<file path="config.mk">
export PLATFORM = sky130hd
export DESIGN_NAME = vga_scanout
export DESIGN_NICKNAME = d
export VERILOG_FILES = /design/src/rtl/vga_scanout.sv
export SDC_FILE = /design/constraint.sdc
export NUM_CORES = 1
export LEC_CHECK = 0
export CAP_MARGIN = 20
export CORE_AREA = 2 2 88 90
export CTS_BUF_LIST = sky130_fd_sc_hd__clkbuf_4 sky130_fd_sc_hd__clkbuf_8
export DETAILED_ROUTE_END_ITERATION = 10
export DIE_AREA = 0 0 90 92
export GPL_ROUTABILITY_DRIVEN = 0
export PLACE_DENSITY = 0.51
export SYNTH_ARGS = -nofsm -noshare
export SYNTH_HDL_FRONTEND = slang
export SYNTH_SLANG_ARGS = --single-unit
</file>
<file path="constraint.sdc">
create_clock -name clk -period 5.8 [get_ports clk]
set_clock_uncertainty 0.05 [all_clocks]
set_input_delay 1.16 -clock clk [delete_from_list [all_inputs] [get_ports clk]]
set_output_delay 1.16 -clock clk [all_outputs]
set_load 0.05 [all_outputs]
</file>
<file path="src/rtl/vga_scanout.sv">
// VGA raster generator and pixel transmitter: pulls pixels over valid/ready during
// active video and drives registered, mutually aligned sync/DE/RGB outputs.
module vga_scanout #(
    parameter int H_ACTIVE = 640,
    parameter int H_FP     = 16,
    parameter int H_SYNC   = 96,
    parameter int H_BP     = 48,
    parameter int V_ACTIVE = 480,
    parameter int V_FP     = 10,
    parameter int V_SYNC   = 2,
    parameter int V_BP     = 33,
    parameter bit HS_POL   = 1'b0,
    parameter bit VS_POL   = 1'b0,
    parameter int PIX_W    = 12
) (
    input  logic             clk,
    input  logic             rstn,
    input  logic             en,
    input  logic [PIX_W-1:0] pix_data,
    input  logic             pix_valid,
    output logic             pix_ready,
    input  logic             underflow_clr,
    output logic             vga_hs,
    output logic             vga_vs,
    output logic             vga_de,
    output logic [PIX_W-1:0] vga_rgb,
    output logic [10:0]      hcount,
    output logic [9:0]       vcount,
    output logic             frame_start,
    output logic             underflow
);

    // Handshake: pix_ready depends only on rstn, en and the raster position,
    // never on pix_valid; a pixel moves when pix_ready & pix_valid at an edge.

    localparam int H_TOTAL = H_ACTIVE + H_FP + H_SYNC + H_BP;
    localparam int V_TOTAL = V_ACTIVE + V_FP + V_SYNC + V_BP;

    if (H_ACTIVE < 1 || H_FP < 1 || H_SYNC < 1 || H_BP < 1 ||
        V_ACTIVE < 1 || V_FP < 1 || V_SYNC < 1 || V_BP < 1) begin : g_bad_timing
        $error("vga_scanout: active/porch/sync parameters must be >= 1");
    end
    if (H_TOTAL - 1 > 2047 || V_TOTAL - 1 > 1023) begin : g_bad_width
        $error("vga_scanout: H_TOTAL/V_TOTAL exceed hcount/vcount width");
    end

    localparam logic [10:0] H_ACT_C  = 11'(H_ACTIVE);
    localparam logic [10:0] H_LAST_C = 11'(H_TOTAL - 1);
    localparam logic [10:0] HS_BEG_C = 11'(H_ACTIVE + H_FP);
    localparam logic [10:0] HS_END_C = 11'(H_ACTIVE + H_FP + H_SYNC);
    localparam logic [9:0]  V_ACT_C  = 10'(V_ACTIVE);
    localparam logic [9:0]  V_LAST_C = 10'(V_TOTAL - 1);
    localparam logic [9:0]  VS_BEG_C = 10'(V_ACTIVE + V_FP);
    localparam logic [9:0]  VS_END_C = 10'(V_ACTIVE + V_FP + V_SYNC);

    logic [10:0] h;
    logic [9:0]  v;
    logic        act;
    logic        hs_on;
    logic        vs_on;
    logic        transfer;

    always_comb begin
        act      = (h < H_ACT_C) && (v < V_ACT_C);
        hs_on    = (h >= HS_BEG_C) && (h < HS_END_C);
        vs_on    = (v >= VS_BEG_C) && (v < VS_END_C);
        pix_ready = en & rstn & act;
        transfer = pix_ready & pix_valid;
    end

    always_ff @(posedge clk) begin
        if (!rstn || !en) begin
            // Both reset and disable abort the frame; only reset drops the sticky flag.
            h           <= '0;
            v           <= '0;
            vga_de      <= 1'b0;
            vga_hs      <= ~HS_POL;
            vga_vs      <= ~VS_POL;
            vga_rgb     <= '0;
            hcount      <= '0;
            vcount      <= '0;
            frame_start <= 1'b0;
            if (!rstn) begin
                underflow <= 1'b0;
            end
        end else begin
            if (h == H_LAST_C) begin
                h <= '0;
                v <= (v == V_LAST_C) ? 10'd0 : v + 10'd1;
            end else begin
                h <= h + 11'd1;
            end
            vga_de      <= act;
            vga_hs      <= hs_on ? HS_POL : ~HS_POL;
            vga_vs      <= vs_on ? VS_POL : ~VS_POL;
            vga_rgb     <= transfer ? pix_data : '0;
            hcount      <= h;
            vcount      <= v;
            frame_start <= (h == 11'd0) && (v == 10'd0);
            // A fresh underflow beats a simultaneous clear.
            if (act && !pix_valid) begin
                underflow <= 1'b1;
            end else if (underflow_clr) begin
                underflow <= 1'b0;
            end
        end
    end

endmodule
</file>
==> results by group, run 1 <==
Power
  – Clock power frac: 44.1%
  – Internal power: 0.000646 W
  – Total power: 0.000829 W
  – Psw: 0.000184 W
  – Pwr dens: 280 nW/um^2
  – Switching share of power: 22.2%
  – Leak: 1.14 nW
  – Combinational Power Share: 6.2%
  – Reg power frac: 49.8%
  – Worst vdd ir: 0.118 mV

Die
  – Starting Density: 28.6%
  – Std cell rows: 32
  – Die width: 90 um
  – Num ports: 56
  – Die boundary height: 92 um
  – Core area: 7450 um^2
  – Die ar.: 8280 um^2

Worst setup path
  – Worst Setup Start Kind: input pin
  – Crit path buffers/inverters: 3
  – Crit path arrival time: 3.33 ns
  – Crit-path max cell delay: 0.75 ns
  – Reg2Reg Depth: 4
  – Worst setup EP type: primary output
  – Stages on worst setup path: 6
  – Largest delay contributor family on the critical path: buffers and inverters
  – Worst Path Max Fanout: 17
  – Crit-path slowest cell: clkdlybuf4s50_1
  – Worst Path Required: 4.59 ns
  – Setup crit end: pix_ready
  – R2R Path Start: h[5]
  – Critical path type: input pin to primary output
  – Crit path cell chain: clkdlybuf4s50_1 -> nand2_1 -> buf_4 -> or2_2 -> nor4b_1 -> buf_12
  – R2r endpoint: frame_start
  – CP Launch Point: rstn
  – R2R Setup Slk: 3.55 ns

Timing
  – Final Hold Vio Count: 0
  – Tcrit/Tclk final: 78.2%
  – Fmax: 220 MHz
  – Final WS setup: 1.26 ns
  – RSZ-0062 raised after global routing: false
  – Setup_tns: 0 ns
  – Fin crit period: 4.54 ns
  – Fin. max-slew vios: 0
  – Worst slew margin: 54.1%
  – Slew @ Worst Pin: 0.680 ns
  – # setup viols final: 0

Global route
  – Total grt overflow: 0
  – First-pass GRT wire length: 7.95 mm
  – Initial antenna violation count: 0
  – Vias in the first global route: 1,526
  – Global Route Usage Sum: 12.6%
  – Largest net degree at the start of global routing: 18

CTS
  – PostCTS Resize Cnt: 0
  – Hold Buf Count CTS: 0
  – Root buffer cell: clkbuf_8
  – Clock-pin slew on the worst setup and hold paths: 0.07 ns
  – H-tree depth: 3
  – TritonCTS Buffers: 9
  – Clock Sinks: 59
  – CTS tree: built
  – CTS Buffer Depth: 2
  – Clock Latency Late Sink: 0.33 ns
  – Postcts setup bufs: 0

Final layout
  – Post-route cell area: 2960 um^2
  – Layout cell share with drive strength beyond 1: 10.5%
  – P&R area growth vs syn: 39.1%
  – Filler cell count: 752
  – Sequential Area: 1190 um^2
  – Total Nets Final: 291
  – Area of the multi-input gates: 835 um^2
  – Antenna diode count: 0

Synthesis
  – Flops & latches, synth: 59
  – Cell Area, Synth: 2130 um^2
  – Cells after Synth: 214
  – Yosys cell types: 37
  – Syn Area/Cell: 9.95 um^2
  – Sequential area share after synthesis: 56.0%
  – Total number of yosys warnings: 0
  – Mapped Nets: 235

Hold path
  – Worst Hold Class: register to register

Placed design
  – Placed Area: 2760 um^2
  – Worst slack at placement: 1.26 ns
  – IO buf count: 55
  – Hpwl dp: 3.41 mm

Route
  – DRT antenna net count: 0
  – DR iter-0 viols: 74
  – Final WL: 4.79 mm
  – Via count: 1,650
  – Drt wl/cell: 12.7 um
  – TritonRoute pass-1 iters: 4
  – Via density: 4.38
  – DRC violations left: 0

Run
  – Max-cap violations: 0

Run status
  – Outcome: complete, no violations
final cells by class:
| type | count | area share, % |
|---|---|---|
| flip-flops and latches | 59 | 40.2 |
| multi-input cells | 134 | 28.2 |
| repair buffers | 57 | 19.4 |
| clock buffers | 11 | 4.90 |
| well taps | 102 | 4.31 |
| clock inverters | 5 | 1.78 |
| inverters | 9 | 1.14 |
logic make-up after synthesis:
kind of cell	synth area share, %
and+or+nand+nor	26.9
xor gates and xnor gates	5.76
muxes	1.47
adders and majority gates	2.35
AOI/OAI and AO/OA	2.70
DFF	56.0
buffers and inverters	4.82
how the worst min path moves through the flow:
stage | startpoint | endpoint | slack, ns | depth (start not counted)
after detailed placement | h[0] | h[0] | 0.43 | 1
after global routing | h[0] | h[0] | 0.50 | 1
after global placement | h[0] | h[0] | 0.41 | 1
final | h[0] | h[0] | 0.44 | 1
after CTS | h[0] | h[0] | 0.45 | 1
after floorplan | h[7] | vga_hs | 0.37 | 1
per-stage QoR:
step,std cells,hold WS [ns],utilization [%]
6_report,377,0.437,39.8
5_1_grt,377,0.502,39.8
4_1_cts,377,0.445,39.8
3_5_place_dp,361,0.430,37.1
3_3_place_gp,361,0.412,37.1
2_1_floorplan,214,0.374,-
Yosys cell counts, drive strengths merged:
cell / instances / area share [%]
a31o: 1 / 0.41
or3: 2 / 0.59
o21ai: 4 / 0.94
nand4: 5 / 1.8
ha: 4 / 2.4
a21oi: 3 / 0.71
nand3b: 1 / 0.35
or4b: 1 / 0.47
xor2: 3 / 1.2
and3: 28 / 8.3
and4bb: 1 / 0.59
nor2b: 1 / 0.29
or2: 2 / 0.59
nand2: 7 / 1.2
dfxtp: 58 / 55
edfxtp: 1 / 1.4
nand3: 7 / 1.6
inv: 9 / 1.6
buf: 5 / 1.9
nor4b: 2 / 0.82
nor2: 29 / 5.1
or4: 4 / 1.6
xnor2: 11 / 4.5
mux2i: 2 / 0.94
a31oi: 1 / 0.29
nor3: 5 / 1.2
mux2: 1 / 0.53
nand2b: 1 / 0.29
o21a: 1 / 0.35
nor4: 7 / 2.1
clkbuf: 7 / 1.3
power by group through the flow:
stage               Clock [W]  Sequential [W]  Combinational [W]
global route         0.000399        0.000413          0.0000554
CTS                  0.000378        0.000413          0.0000519
floorplan                   0        0.000435          0.0000133
finish               0.000365        0.000413          0.0000513
global placement            0        0.000422          0.0000513
detailed placement          0        0.000422          0.0000515
worst reg2reg max path, stage by stage, from the launching register on:
cell and delay, ns:
dfxtp_1 0.36, or4_1 0.67, or4_2 0.65, nor4_1 0.17, and4bb_2 0.28
sequential cells by signal (all words and copies together), names as in the netlist:
name,count
vga_rgb,12
h,11
hcount,11
v,10
vcount,10
frame_start,1
underflow,1
vga_de,1
vga_hs,1
vga_vs,1
routing by layer:
layer  part of all wire [%]  track usage, %
met4                    1.9            5.38
met1                     49            16.0
met3                    7.0            5.59
met5                      0               0
met2                     42            18.4
cells in the final DEF (no fill, tap or decap), types with 2 or more instances in the layout:
master / netlist / layout
a21oi_1: 3 / 3
and3_1: 27 / 27
buf_4: 4 / 2
clkbuf_8: 0 / 10
clkdlybuf4s50_1: 0 / 54
clkinv_2: 0 / 3
dfxtp_1: 58 / 58
ha_1: 4 / 4
inv_1: 9 / 9
mux2i_1: 2 / 2
nand2_1: 7 / 7
nand3_1: 7 / 7
nand4_1: 4 / 4
nor2_1: 29 / 29
nor3_1: 5 / 5
nor4_1: 7 / 7
nor4b_1: 2 / 2
o21ai_0: 4 / 4
or2_2: 2 / 2
or3_1: 2 / 2
or4_1: 2 / 2
xnor2_1: 11 / 11
xor2_1: 3 / 3
Power figures use the tool's default switching activity.
==> inputs of run 2 (changes only) <==
--- a/config.mk
+++ b/config.mk
@@ -11,7 +11,7 @@
 export DETAILED_ROUTE_END_ITERATION = 10
 export DIE_AREA = 0 0 90 92
 export GPL_ROUTABILITY_DRIVEN = 0
-export PLACE_DENSITY = 0.51
+export PLACE_DENSITY = 0.53
 export SYNTH_ARGS = -nofsm -noshare
 export SYNTH_HDL_FRONTEND = slang
 export SYNTH_SLANG_ARGS = --single-unit
==> constraint.sdc (replaced) <==
create_clock -name clk -period 4.1 [get_ports clk]
set_clock_uncertainty 0.05 [all_clocks]
set_input_delay 0.82 -clock clk [delete_from_list [all_inputs] [get_ports clk]]
set_output_delay 0.82 -clock clk [all_outputs]
set_load 0.05 [all_outputs]
==> run 2 against run 1 <==
  * Wire length decreased by 0.40%
  * Worst hold slack got worse by 0.0034 ns
  * Final area increased by 1.5%
  * Global-route usage increased by 0.17 points
  * Clock power increased by 64%
  * Count of clock-buffer cells in the layout decreased by 1
  * Critical path type unchanged
  * Critical path depth unchanged
  * Setup slack got worse by 0.42 ns
  * First-iteration DRC count decreased by 35%
==> results by group, run 2 (synthesis results as in run 1) <==
Run status
  – Outcome: complete, no violations

Timing
  – Worst slew margin: 58.0% (+3.9 points)
  – Tcrit/Tclk final: 79.6%
  – Final WS setup: 0.837 ns (-0.425 ns)
  – Fmax: 306 MHz
  – Setup_tns: 0 ns (unchanged)
  – Fin crit period: 3.26 ns
  – Final Hold Vio Count: 0 (unchanged)
  – RSZ-0062 raised after global routing: false
  – # setup viols final: 0 (unchanged)
  – Fin. max-slew vios: 0 (unchanged)
  – Slew @ Worst Pin: 0.626 ns (-0.0539 ns)

Worst setup path
  – Worst setup EP type: primary output
  – Crit path buffers/inverters: 3 (unchanged)
  – Worst Path Max Fanout: 14 (-3)
  – Worst Path Required: 3.23 ns (-1.36 ns)
  – Crit path arrival time: 2.39 ns (-0.94 ns)
  – Crit path cell chain: clkdlybuf4s50_1 -> nand2_1 -> or2_2 -> nor4b_1 -> buf_4 -> buf_12
  – Crit-path slowest cell: clkdlybuf4s50_1
  – Largest delay contributor family on the critical path: buffers and inverters
  – Crit-path max cell delay: 0.48 ns (-0.27 ns)
  – Worst Setup Start Kind: input pin
  – Critical path type: input pin to primary output

Final layout
  – Most flop-heavy register: vga_rgb
  – Commonest non-fill, non-tap cell in the layout: dfxtp_1
  – Layout cell share with drive strength beyond 1: 11.2% (+0.65 points)
  – P&R area growth vs syn: 41.2%
  – Antenna diode count: 0 (unchanged)
  – Total Nets Final: 293 (+0.69%)
  – Filler cell count: 745 (-0.93%)
  – Final Non-Filler Cells: 379 (+0.53%)
  – Commonest non-fill, non-tap cells in the layout: 58 x dfxtp_1, 54 x clkdlybuf4s50_1, 29 x nor2_1, 27 x and3_1, 11 x xnor2_1
  – Top flop regs: vga_rgb x12, h x11, hcount x11
  – Largest register FFs: 12 (unchanged)

Power
  – Reg power frac: 46.5% (-3.3 points)
  – Switching share of power: 22.6% (+0.42 points)
  – Pwr dens: 418 nW/um^2 (+49%)
  – Internal power: 0.000972 W (+51%)
  – Leak: 1.15 nW (+1.4%)
  – Worst vdd ir: 0.174 mV (+48%)
  – Psw: 0.000283 W (+54%)
  – Clock power frac: 47.6% (+3.5 points)
  – Combinational Power Share: 6.0% (-0.2 points)

Global route
  – Gr busiest metal: met2
  – Met3 Resource Use GR: 4.77% (-0.82 points)
  – Global Route Usage Sum: 12.7% (+0.17 points)
  – Total grt overflow: 0 (unchanged)
  – First-pass GRT wire length: 8.11 mm (+2.1%)
  – Vias in the first global route: 1,652 (+8.3%)
  – Initial antenna violation count: 0 (unchanged)
  – M2 GR Usage: 17.4% (-1.0 points)
  – Largest net degree at the start of global routing: 17 (-1)
  – GR Util met1: 16.8% (+0.78 points)

Die
  – Starting Density: 28.6% (unchanged)
  – Die ar.: 8280 um^2 (unchanged)
  – Die width: 90 um (unchanged)
  – Core area: 7450 um^2 (unchanged)
  – Die boundary height: 92 um (unchanged)
  – Std cell rows: 32 (unchanged)
  – Num ports: 56 (unchanged)

CTS
  – PostCTS Resize Cnt: 0 (unchanged)
  – CTS Buffer Depth: 2 (unchanged)
  – Clock Sinks: 59 (unchanged)
  – Clock-pin slew on the worst setup and hold paths: 0.07 ns (about the same)
  – TritonCTS Buffers: 9 (unchanged)
  – Hold Buf Count CTS: 0 (unchanged)
  – CTS tree: built
  – Root buffer cell: clkbuf_8
  – Clock Latency Late Sink: 0.34 ns (about the same)
  – H-tree depth: 3 (unchanged)
  – Postcts setup bufs: 0 (unchanged)

Route
  – Final WL: 4.77 mm (-0.40%)
  – Via count: 1,666 (+0.97%)
  – DR iter-0 viols: 48 (-35%)
  – TritonRoute pass-1 iters: 5 (+1)
  – DRT antenna net count: 0 (unchanged)
  – DRC violations left: 0 (unchanged)
  – Drt wl/cell: 12.6 um (-0.92%)
  – Via density: 4.40 (+0.44%)

Placed design
  – Hpwl dp: 3.27 mm (-3.8%)
  – IO buf count: 55 (unchanged)
  – Worst slack at placement: 0.850 ns (-0.407 ns)
  – Placed insts: 363 (+0.55%)

Hold path
  – Worst Hold Class: register to register

Run
  – Max-cap violations: 0 (unchanged)
## run 2: changes by cell type in the layout (fill, tap and decap cells not counted)
cell	previous run	this run
clkbuf_4	1	0
clkinvlp_4	1	2
clkinv_4	0	1
bufinv_16	1	2
clkinv_2	3	1
buf_4	2	4
## run 2: power groups by stage
stage | combinational (W) | clock [W] | sequential (W)
floorplan | 0.0000188 | 0 | 0.000616
global placement | 0.0000751 | 0 | 0.000596
detailed placement | 0.0000756 | 0 | 0.000596
CTS | 0.0000760 | 0.000616 | 0.000583
global route | 0.0000802 | 0.000646 | 0.000584
finish | 0.0000750 | 0.000597 | 0.000583
## run 2: routing by layer
metal  vias up  routed length, um
li1        849                  -
met1       749               2470
met2        60               1880
met3         8                296
met4         0                124
met5         -                  0
## run 2: layout make-up
cell class	instances	area, um^2	share of cell area [%]
clock buffer	10	138	4.58
clock inverter	6	88.8	2.96
timing repair buffer	59	591	19.7
inverter	9	33.8	1.12
multi-input combinational	134	835	27.8
sequential	59	1190	39.7
tap	102	128	4.25
## run 2: worst paths after layout
path | from | endpoint | slack, ns | cells after the start
max | rstn | pix_ready | 0.84 | 6
min | h[0] | h[0] | 0.43 | 1
max reg2reg | h[5] | frame_start | 1.78 | 4
min reg2reg | h[0] | h[0] | 0.43 | 1
## run 2: per-stage QoR
| step | hold WS [ns] | instance area, um^2 | utilization [%] | power [W] |
|---|---|---|---|---|
| 6_report | 0.434 | 3000 | 40.3 | 0.00126 |
| 2_1_floorplan | 0.374 | 2130 | - | 0.000634 |
| 3_5_place_dp | 0.419 | 2780 | 37.3 | 0.000672 |
| 4_1_cts | 0.435 | 3000 | 40.3 | 0.00128 |
| 5_1_grt | 0.489 | 3000 | 40.3 | 0.00131 |
| 3_3_place_gp | 0.412 | 2780 | 37.3 | 0.000671 |
## run 2: worst register-to-register path: cells and delay by family (launching register included)
family / cells / cell delay (ns)
and+or+nand+nor: 4 / 1.84
DFF: 1 / 0.36
==> variant 1 (settings of run 2) <==
Set the parameter `HS_POL` to 1'b1 (it was 1'b0).
--- a/src/rtl/vga_scanout.sv
+++ b/src/rtl/vga_scanout.sv
@@ -11,3 +11,3 @@
     parameter int V_BP     = 33,
-    parameter bit HS_POL   = 1'b0,
+    parameter bit HS_POL   = 1'b1,
     parameter bit VS_POL   = 1'b0,
Check against the original RTL: not equivalent (Yosys sat finds a counterexample within 4 cycles, from zero or initial values).
==> variant 1 against run 2 <==
Clock power up 8.5%; cell count decreased by 0.79%; sequential share of layout area about the same; synthesized area fell by 1.7%; sequential cell count is the same; largest cell class unchanged; total power increased by 3.9%; highest routed layer unchanged; combinational power shrank 3%; setup slack better by 0.20 ns; routed wire length is 1.6% higher; critical endpoint unchanged; maximum frequency rose by 6.4%; synthesized cell count fell by 1.9%; critical path depth down 1; design area about the same.
==> variant 1: results (changes against run 2) <==
status - finished clean (unchanged)
Fillers - 756 (was 745)
syn_nets - 231 (was 235)
maximum VDD drop - 0.155 mV (was 0.174 mV)
Post-Synth XOR/XNOR Area - 0.0461 (was 0.0576)
GR Util All Layers - 0.130 (was 0.127)
CTS clk-pin slew, worst paths - 0.06 ns
largest net degree at the start of global routing - 20 (was 17)
mux cell area share after synthesis - 0.00478 (was 0.0147)
crit path DAT - 2.20 ns (was 2.39 ns)
P_leak - 1.18 nW (was 1.15 nW)
Placed Area - 2760 µm² (was 2780 µm²)
Area contributors post-synth - dfxtp_1, and3_1, nor2_1, xor2_1, ha_1 (was dfxtp_1, and3_1, nor2_1, xnor2_1, ha_1)
slew at the pin closest to its max-slew limit - 0.763 ns (was 0.626 ns)
worst r2r src - h[0] (was h[5])
vias in the first global route - 1,692 (was 1,652)
share of layout cells above drive strength 1 - 0.0985 (was 0.112)
Seq/Total Area, Yosys - 0.569 (was 0.560)
Crit. Startpoint - en (was rstn)
Final nets - 290 (was 293)
Sw Share - 0.205 (was 0.226)
routed wire length - 4.85 mm (was 4.77 mm)
max incr delay on CP - 0.50 ns (was 0.48 ns)
Cell variety after synth - 33 (was 37)
largest registers - vga_rgb: 12 flops, h: 11 flops, hcount: 11 flops (unchanged)
dpl hpwl - 3.36 mm (was 3.27 mm)
Compound-Gate Fraction of Synth Area - 0.0478 (was 0.0270)
Initial DRC Count - 82 (was 48)
DRT Pass-1 Iters - 4 (was 5)
Via density - 4.52 (was 4.40)
[variant 1: cell types whose count changed in the layout (fill, tap and decap cells not counted), moves of 3 or more]
| cell | before | now |
|---|---|---|
| a21oi_1 | 3 | 7 |
| and3_1 | 27 | 30 |
| inv_1 | 9 | 4 |
| nand2_1 | 7 | 10 |
| nor2_1 | 29 | 23 |
| or3_1 | 2 | 5 |
| xnor2_1 | 11 | 5 |
| xor2_1 | 3 | 6 |
[variant 1: power groups by stage]
stage	clock (W)	sequential [W]	combinational, W
floorplan	0	0.000616	0.0000177
detailed placement	0	0.000597	0.0000734
global placement	0	0.000596	0.0000732
CTS	0.000662	0.000584	0.0000737
finish	0.000648	0.000584	0.0000731
global route	0.000690	0.000584	0.0000780
[variant 1: layout make-up]
type                    instances  share of cell area
clock inverters                 5              0.0333
well taps                     102              0.0425
repair buffers                 58               0.194
multi-input cells             137               0.280
inverters                       4             0.00500
clock buffers                  11              0.0483
flip-flops and latches         59               0.397
[variant 1: per-stage QoR]
stage / hold WS, ns / total power [W] / instances / setup WS, ns
2_1_floorplan: 0.387 / 0.000634 / 210 / 1.26
3_3_place_gp: 0.407 / 0.000670 / 360 / 1.04
3_5_place_dp: 0.413 / 0.000670 / 360 / 1.03
4_1_cts: 0.430 / 0.00132 / 376 / 1.02
5_1_grt: 0.469 / 0.00135 / 376 / 0.903
6_report: 0.425 / 0.00130 / 376 / 1.03
[variant 1: final timing paths]
kind              cells past startpoint   endpoint
hold reg to reg                       1       h[0]
hold / removal                        1       h[0]
setup / recovery                      5  pix_ready
setup reg to reg                      5       v[0]
[variant 1: layer usage]
layer	up-vias	GRT usage	wire length (µm)
met5	-	0	0
met4	0	0.0795	119
met3	12	0.0493	274
met2	55	0.191	2020
met1	777	0.161	2440
li1	855	-	-
==> variant 2 (flow settings as in run 2) <==
Made on the original files. Register the output `hcount` once more; this adds one clock of latency there. The other outputs are not delayed to match.
--- a/src/rtl/vga_scanout.sv
+++ b/src/rtl/vga_scanout.sv
@@ -37,2 +37,4 @@
     localparam int V_TOTAL = V_ACTIVE + V_FP + V_SYNC + V_BP;
+
+    logic [10:0] hcount_s0;
 
@@ -79,3 +81,3 @@
             vga_rgb     <= '0;
-            hcount      <= '0;
+            hcount_s0   <= '0;
             vcount      <= '0;
@@ -96,3 +98,3 @@
             vga_rgb     <= transfer ? pix_data : '0;
-            hcount      <= h;
+            hcount_s0   <= h;
             vcount      <= v;
@@ -108,2 +110,6 @@
 
+    always_ff @(posedge clk) begin
+        hcount <= hcount_s0;
+    end
+
 endmodule
Formal check against the unedited RTL: not equivalent (a bounded check fails within 4 cycles, from zero or initial values).
==> variant 2 against run 2 <==
Hold slack worse by 0.16 ns; critical path depth unchanged; maximum frequency up 3.0%; setup slack better by 0.095 ns; utilization up 3.1 points; synthesized area up 9.2%; design area up 7.7%; cell count up 3.7%; sequential cell count up 11; total power up 9.4%; routed wire length unchanged; combinational power down 6.0%; critical path type unchanged; largest cell class unchanged.
==> variant 2: results (changes against run 2) <==
status - finished clean (unchanged)
Fillers - 738 (was 745)
vias in the first global route - 1,625 (was 1,652)
dpl hpwl - 3.35 mm (was 3.27 mm)
Crit. Startpoint - en (was rstn)
Seq/Total Area, Yosys - 0.607 (was 0.560)
Post-Place Cells - 377 (was 363)
Clock buffer cells - 11 (was 10)
first-pass GRT wire length - 7.99 mm (was 8.11 mm)
Reg2Reg Setup Slack - 1.93 ns (was 1.78 ns)
sequential power - 0.000690 W (was 0.000583 W)
GR Util All Layers - 0.123 (was 0.127)
Area contributors post-synth - dfxtp_1, and3_1, nor2_1, xnor2_1, ha_1 (unchanged)
Seq pwr share - 0.502 (was 0.465)
Logic pwr share - 0.051 (was 0.060)
Synth Instances - 224 (was 214)
post-route insts no fill - 393 (was 379)
clk cell area share - 0.0704 (was 0.0754)
Placed Area - 3010 µm² (was 2780 µm²)
buffers outside the clock class - 58 (was 59)
WL/cell - 12.1 µm (was 12.6 µm)
comb_multi_in - 139 (was 134)
Worst R2R End - v[7] (was frame_start)
DRT Pass-1 Iters - 4 (was 5)
hold_sp - hcount_s0[9] (was h[0])
P_leak - 1.26 nW (was 1.15 nW)
met1 wire length - 2.43 mm (was 2.47 mm)
share of layout cells above drive strength 1 - 0.0756 (was 0.112)
P_sw - 0.000289 W (was 0.000283 W)
Slew headroom - 0.606 (was 0.580)
number of non-clock inverters in the layout - 8 (was 9)
Sink Count - 70 (was 59)
Reg2Reg Depth - 5 (was 4)
Cell variety after synth - 32 (was 37)
largest net degree at the start of global routing - 19 (was 17)
Synth top cells by count - dfxtp_1, and3_1, nor2_1, nand2_1, inv_1 (was dfxtp_1, nor2_1, and3_1, xnor2_1, inv_1)
Initial DRC Count - 77 (was 48)
maximum VDD drop - 0.142 mV (was 0.174 mV)
Hold WS - 0.275 ns (was 0.434 ns)
crit path time final - 3.17 ns (was 3.26 ns)
worst r2r src - h[0] (was h[5])
-- variant 2: changes by cell type after synthesis, moves of 4 or more --
cell	delta
buf_4	-4
and3_1	+4
a21oi_1	+4
xnor2_1	-4
nor2_1	-4
dfxtp_1	+11
-- variant 2: cells by family (layout without fill, tap and decap cells) --
family,Yosys count,after routing,synth area share
flip-flops,70,70,0.607
adder cells (fa/ha/maj),4,4,0.0215
XOR/XNOR,11,11,0.0414
AO/OA/AOI/OAI,18,18,0.0474
buffers and inverters,15,82,0.0253
AND/OR/NAND/NOR,106,106,0.257
-- variant 2: worst max-delay path, stage by stage --
cell	delay, ns
clkdlybuf4s50_1	0.46
buf_4	0.18
and2_1	0.24
nand2b_1	0.14
nor2b_1	0.28
buf_12	0.18
-- variant 2: routing by layer --
layer,global-route usage,vias to the layer above
met3,0.0419,11
met5,0,-
met1,0.168,780
met2,0.167,62
met4,0.0731,0
li1,-,910
